--- config.mk ---
export PLATFORM = sky130hd
export DESIGN_NAME = tmds_encoder_rgb
export DESIGN_NICKNAME = d
export VERILOG_FILES = /design/src/rtl/tmds_encoder_rgb.sv
export SDC_FILE = /design/constraint.sdc
export NUM_CORES = 1
export LEC_CHECK = 0
export CAP_MARGIN = 30
export CORE_UTILIZATION = 40
export CTS_CLUSTER_SIZE = 25
export DETAILED_ROUTE_END_ITERATION = 10
export PLACE_DENSITY = 0.65
export SLEW_MARGIN = 20
export SYNTH_ARGS = -nofsm -noshare
export SYNTH_HDL_FRONTEND = slang
export SYNTH_SLANG_ARGS = --single-unit
--- constraint.sdc ---
create_clock -name clk_pix -period 4.3 [get_ports clk_pix]
set_clock_uncertainty 0.15 [all_clocks]
set_input_delay 0.645 -clock clk_pix [delete_from_list [all_inputs] [get_ports clk_pix]]
set_output_delay 0.645 -clock clk_pix [all_outputs]
set_load 0.05 [all_outputs]
--- src/rtl/tmds_encoder_rgb.sv ---
// Three-channel DVI/TMDS 8b/10b encoder, pixel clock domain, two-stage pipeline.
// Define TMDS_OUT_REG_EN to add a third register on tmds_r/g/b (latency 3).

module tmds_channel (
    input  logic       clk_pix,
    input  logic       rst_n_pix,
    input  logic [7:0] data_in,
    input  logic       de_in,
    input  logic [1:0] ctrl_in,
    output logic [9:0] tmds_out
);
    localparam logic [9:0] CTRL_00 = 10'h354;
    localparam logic [9:0] CTRL_01 = 10'h0AB;
    localparam logic [9:0] CTRL_10 = 10'h154;
    localparam logic [9:0] CTRL_11 = 10'h2AB;

    logic [3:0]        n1d;
    logic              use_xnor;
    logic [8:0]        q_m_d, q_m_q;
    logic              de_d, de_q;
    logic [1:0]        ctrl_d, ctrl_q;

    logic [3:0]        n1q, n0q;
    logic signed [5:0] cnt_ext, diff, cnt_next;
    logic signed [4:0] cnt_d, cnt_q;
    logic [9:0]        tmds_d, tmds_q;

    function automatic logic [3:0] popcount8(input logic [7:0] v);
        logic [3:0] s;
        s = 4'd0;
        for (int i = 0; i < 8; i++) begin
            s = s + {3'b000, v[i]};
        end
        return s;
    endfunction

    always_comb begin
        n1d      = popcount8(data_in);
        use_xnor = (n1d > 4'd4) || ((n1d == 4'd4) && !data_in[0]);
        q_m_d    = 9'd0;
        q_m_d[0] = data_in[0];
        for (int i = 1; i < 8; i++) begin
            q_m_d[i] = use_xnor ? ~(q_m_d[i-1] ^ data_in[i]) : (q_m_d[i-1] ^ data_in[i]);
        end
        q_m_d[8] = ~use_xnor;
        de_d     = de_in;
        ctrl_d   = ctrl_in;
    end

    // DC balance: choose inversion from the running disparity left by the previous cycle.
    always_comb begin
        n1q      = popcount8(q_m_q[7:0]);
        n0q      = 4'd8 - n1q;
        cnt_ext  = {cnt_q[4], cnt_q};
        diff     = $signed({2'b00, n1q}) - $signed({2'b00, n0q});
        tmds_d   = CTRL_00;
        cnt_next = 6'sd0;
        if (!de_q) begin
            case (ctrl_q)
                2'b00:   tmds_d = CTRL_00;
                2'b01:   tmds_d = CTRL_01;
                2'b10:   tmds_d = CTRL_10;
                default: tmds_d = CTRL_11;
            endcase
            cnt_next = 6'sd0;
        end else if ((cnt_q == 5'sd0) || (n1q == n0q)) begin
            tmds_d   = {~q_m_q[8], q_m_q[8], q_m_q[8] ? q_m_q[7:0] : ~q_m_q[7:0]};
            cnt_next = q_m_q[8] ? (cnt_ext + diff) : (cnt_ext - diff);
        end else if (((cnt_q > 5'sd0) && (n1q > n0q)) || ((cnt_q < 5'sd0) && (n0q > n1q))) begin
            tmds_d   = {1'b1, q_m_q[8], ~q_m_q[7:0]};
            cnt_next = cnt_ext - diff + (q_m_q[8] ? 6'sd2 : 6'sd0);
        end else begin
            tmds_d   = {1'b0, q_m_q[8], q_m_q[7:0]};
            cnt_next = cnt_ext + diff - (q_m_q[8] ? 6'sd0 : 6'sd2);
        end
        cnt_d = cnt_next[4:0];
    end

    always_ff @(posedge clk_pix or negedge rst_n_pix) begin
        if (!rst_n_pix) begin
            q_m_q  <= 9'd0;
            de_q   <= 1'b0;
            ctrl_q <= 2'b00;
            tmds_q <= CTRL_00;
            cnt_q  <= 5'sd0;
        end else begin
            q_m_q  <= q_m_d;
            de_q   <= de_d;
            ctrl_q <= ctrl_d;
            tmds_q <= tmds_d;
            cnt_q  <= cnt_d;
        end
    end

`ifdef TMDS_OUT_REG_EN
    logic [9:0] out_d, out_q;

    always_comb begin
        out_d = tmds_q;
    end

    always_ff @(posedge clk_pix or negedge rst_n_pix) begin
        if (!rst_n_pix) begin
            out_q <= CTRL_00;
        end else begin
            out_q <= out_d;
        end
    end

    assign tmds_out = out_q;
`else
    assign tmds_out = tmds_q;
`endif

endmodule

module tmds_encoder_rgb #(
    parameter logic INVERT_SYNC = 1'b0
) (
    input  logic       clk_pix,
    input  logic       rst_n_pix,
    input  logic [7:0] r,
    input  logic [7:0] g,
    input  logic [7:0] b,
    input  logic       de,
    input  logic       hsync,
    input  logic       vsync,
    output logic [9:0] tmds_r,
    output logic [9:0] tmds_g,
    output logic [9:0] tmds_b
);
    logic hsync_enc;
    logic vsync_enc;

    // Only the blue channel carries sync; green and red always send ctrl 00 in blanking.
    assign hsync_enc = hsync ^ INVERT_SYNC;
    assign vsync_enc = vsync ^ INVERT_SYNC;

    tmds_channel u_chan_b (
        .clk_pix   (clk_pix),
        .rst_n_pix (rst_n_pix),
        .data_in   (b),
        .de_in     (de),
        .ctrl_in   ({vsync_enc, hsync_enc}),
        .tmds_out  (tmds_b)
    );

    tmds_channel u_chan_g (
        .clk_pix   (clk_pix),
        .rst_n_pix (rst_n_pix),
        .data_in   (g),
        .de_in     (de),
        .ctrl_in   (2'b00),
        .tmds_out  (tmds_g)
    );

    tmds_channel u_chan_r (
        .clk_pix   (clk_pix),
        .rst_n_pix (rst_n_pix),
        .data_in   (r),
        .de_in     (de),
        .ctrl_in   (2'b00),
        .tmds_out  (tmds_r)
    );

endmodule

==> impl_metrics.py <==
metrics = {
    "setup_path": {
        "slowest_stage": "fa_2",
        "critPathKind": "flop to flop",
        "cp_max_fo": 5,
        "crit_end": "u_chan_b.tmds_out[3]",
        "worst_ep_required_time_ps": 4330,
        "crit_chain": "ha_1 -> inv_1 -> fa_1 -> fa_1 -> fa_2 -> fa_2 -> buf_6 -> o2111a_1 -> o211ai_1 -> buf_4 -> mux2i_4 -> buf_12 -> xnor2_2 -> a21oi_1",
        "reg2reg_depth": 14,
        "cp.arrival_ps": 4290,
        "r2r-start": "u_chan_b.q_m_q[1]",
        "endpoint_kind": "flop",
        "worstSetupStartpoint": "u_chan_b.q_m_q[1]",
        "r2r-end": "u_chan_b.tmds_out[3]",
        "slowest_delay_ps": 670,
        "start_kind": "flop",
        "r2r_slack_ps": 40,
    },
    "floorplanning": {
        "dieArea_um2": 14000,
        "die_h_um": 119,
        "start_util_pct": 41.0,
        "ios": 59,
        "rows": 42,
        "coreArea_um2": 13200,
        "fp.dieW_um": 119,
    },
    "sta": {
        "max_freq_mhz": 235,
        "fin_crit_sh_pct": 99.0,
        "tightest_slew_ps": 860,
        "setup_viol": 0,
        "max_slew_margin_pct": 42.2,
        "worst_slack_ps": 42.6,
        "slew_violations": 0,
        "grt_setup_unrepaired": "yes",
        "hold_viol_final": 0,
        "fin_crit_ps": 4260,
    },
    "final_layout": {
        "area_growth_pct": 33.8,
        "antenna_cells": 0,
        "num-nets-final": 749,
        "drive_gt1_share_pct": 23.8,
    },
    "logic_synthesis": {
        "ys_ff_latch": 75,
        "yosys-mux-area-fraction_pct": 1.43,
        "async_flop_share_pct": 100,
        "synth.most_common_cell": "inv_1",
        "synthAdderAreaFrac_pct": 23.3,
        "synth_common_cells": "inv_1, dfrtp_1, ha_1",
        "synth_area_um2": 5430,
        "synth_edf_count": 0,
        "synthSimpleGateAreaFrac_pct": 8.83,
        "synth-compound-area-share_pct": 12.0,
        "synth.area.top_cells": "dfrtp_1, ha_1, fa_1",
        "yosys_warnings": 0,
        "syn_inst": 518,
        "synth_top_family_by_area": "adder cells",
        "ys_seq_area_share_pct": 34.9,
        "synth.distinct_cells": 46,
        "synth_top_area_share_pct": 27.7,
        "synth-xor-area-share_pct": 12.7,
        "synth_nets": 632,
        "avgSynthCellArea_um2": 10.5,
        "synth_area_leader_cell": "dfrtp_1",
        "ys.flop_type": "dfrtp_1",
    },
    "clock_network": {
        "cts_hold_buf": 0,
        "clkSinkCount": 75,
        "cts_tree": "yes",
        "h-tree-depth": 3,
        "numCtsBuffers": 9,
        "clk_path_buf_depth": 2,
        "clk_pin_slew_ps": 60,
        "cts-root-buf": "clkbuf_16",
        "clk_latency_ps": 340,
    },
    "job": {
        "drv_cap": 0,
    },
    "global_route": {
        "grt_max_degree": 76,
        "grt_pass1_wl_um": 18900,
        "grt_overflow": 0,
        "grt_usage_pct": 17.0,
        "grt_pass1_vias": 4212,
        "antenna_found_initial": 0,
    },
    "detailed_routing": {
        "via_per_inst": 4.87,
        "drt-initial-drc-count": 107,
        "vias": 3970,
        "drc_errors": 0,
        "wl_per_cell_um": 13.8,
        "ant_nets": 0,
        "firstDrtPassIters": 4,
        "drt_wl_total_um": 11200,
    },
    "place": {
        "place_ws_ps": -297,
        "place_congestion": 0.807,
        "io_buffers": 58,
        "hpwl_um": 8440,
    },
    "hold_path": {
        "min_path_type": "input pin to asynchronous set/reset pin",
    },
    "outcome": {
        "status": "finished, final reports clean",
    },
}
-- routing by layer --
layer  GRT usage [%]  vias to the layer above  wire (um)
met5               0                        -          0
met4            7.83                        0        257
met3            2.99                       24        357
met2            30.6                       71       6010
met1            19.6                     1954       4600
li1                -                     1921          -
-- worst min-delay path by stage --
stage	from	endpoint	slack (ps)	depth (start not counted)
after detailed placement	u_chan_r.cnt_q[0]	u_chan_r.cnt_q[0]	340	1
after CTS	rst_n_pix	u_chan_b.cnt_q[3]	330	1
after floorplan	rst_n_pix	u_chan_b.cnt_q[0]	200	0
final	rst_n_pix	u_chan_b.de_q	30	1
after global placement	u_chan_r.cnt_q[0]	u_chan_r.cnt_q[0]	340	1
after global routing	rst_n_pix	u_chan_b.de_q	50	1
-- sequential cells by signal, summed over array words and instances, names as in the netlist --
register           cells
u_chan_g.tmds_out     10
u_chan_r.q_m_q         9
u_chan_g.cnt_q         5
u_chan_b.cnt_q         5
u_chan_g.q_m_q         9
u_chan_b.ctrl_q        2
u_chan_r.tmds_out     10
u_chan_b.q_m_q         9
u_chan_b.de_q          1
u_chan_b.tmds_out     10
u_chan_r.cnt_q         5
-- placed cells by master, fill, tap and decap left out, types with 12 or more instances in the layout --
cell type         n
xnor2_1          38
clkdlybuf4s50_1  57
o211ai_1         13
o21ai_0          12
buf_4            54
nand2_1          27
ha_1             48
a21oi_1          14
dfrtp_1          60
xor2_1           23
and2_1           15
inv_1            87
fa_1             20
dfstp_2          15
-- cells by family (layout without fill, tap and decap cells) --
logic type,Yosys count,after routing
buf+inv,98,220
simple gates,90,90
flops,75,75
compound gates,89,89
mux,4,4
fa+ha+maj,85,85
xor+xnor,77,77
-- metrics by stage --
| stage | cell area [um2] | hold WS [ps] | utilization (%) | TNS [ps] | instances |
|---|---|---|---|---|---|
| CTS | 6940 | 331 | 52.4 | -20.7 | 808 |
| finish | 7260 | 34.7 | 54.9 | 0 | 816 |
| global placement | 6570 | 337 | 49.6 | -599 | 789 |
| floorplan | 5450 | 199 | - | 0 | 518 |
| global route | 7260 | 49.8 | 54.9 | -1130 | 816 |
| detailed placement | 6570 | 343 | 49.6 | -2770 | 789 |
-- what timing repair did --
action                     in CTS  in global routing
pin swaps                       5                 37
setup buffers                   3                  6
setup endpoints to repair      16                 35
gates resized for setup        10                 51
cloned                          0                  1
-- final cells by class --
cell class                 count  area (um2)
clock buffer                  12         246
clock inverter                 4        50.0
fill                        1150        5980
inverter                      89         334
multi-input combinational    345        3460
sequential                    75        1900
tap                          176         220
timing repair buffer         115        1060
-- critical path, delay by kind of cell (launching register included) --
kind                       cells  cell delay, ps
adders and majority gates      5            2240
AOI/OAI and AO/OA              3             450
xor gates and xnor gates       1             100
buffers and inverters          4             550
DFF                            1             370
muxes                          1             220
Power is left out: the tool's default activity adds up to more than one toggle a clock period on the data nets, which glitch-free logic cannot reach.
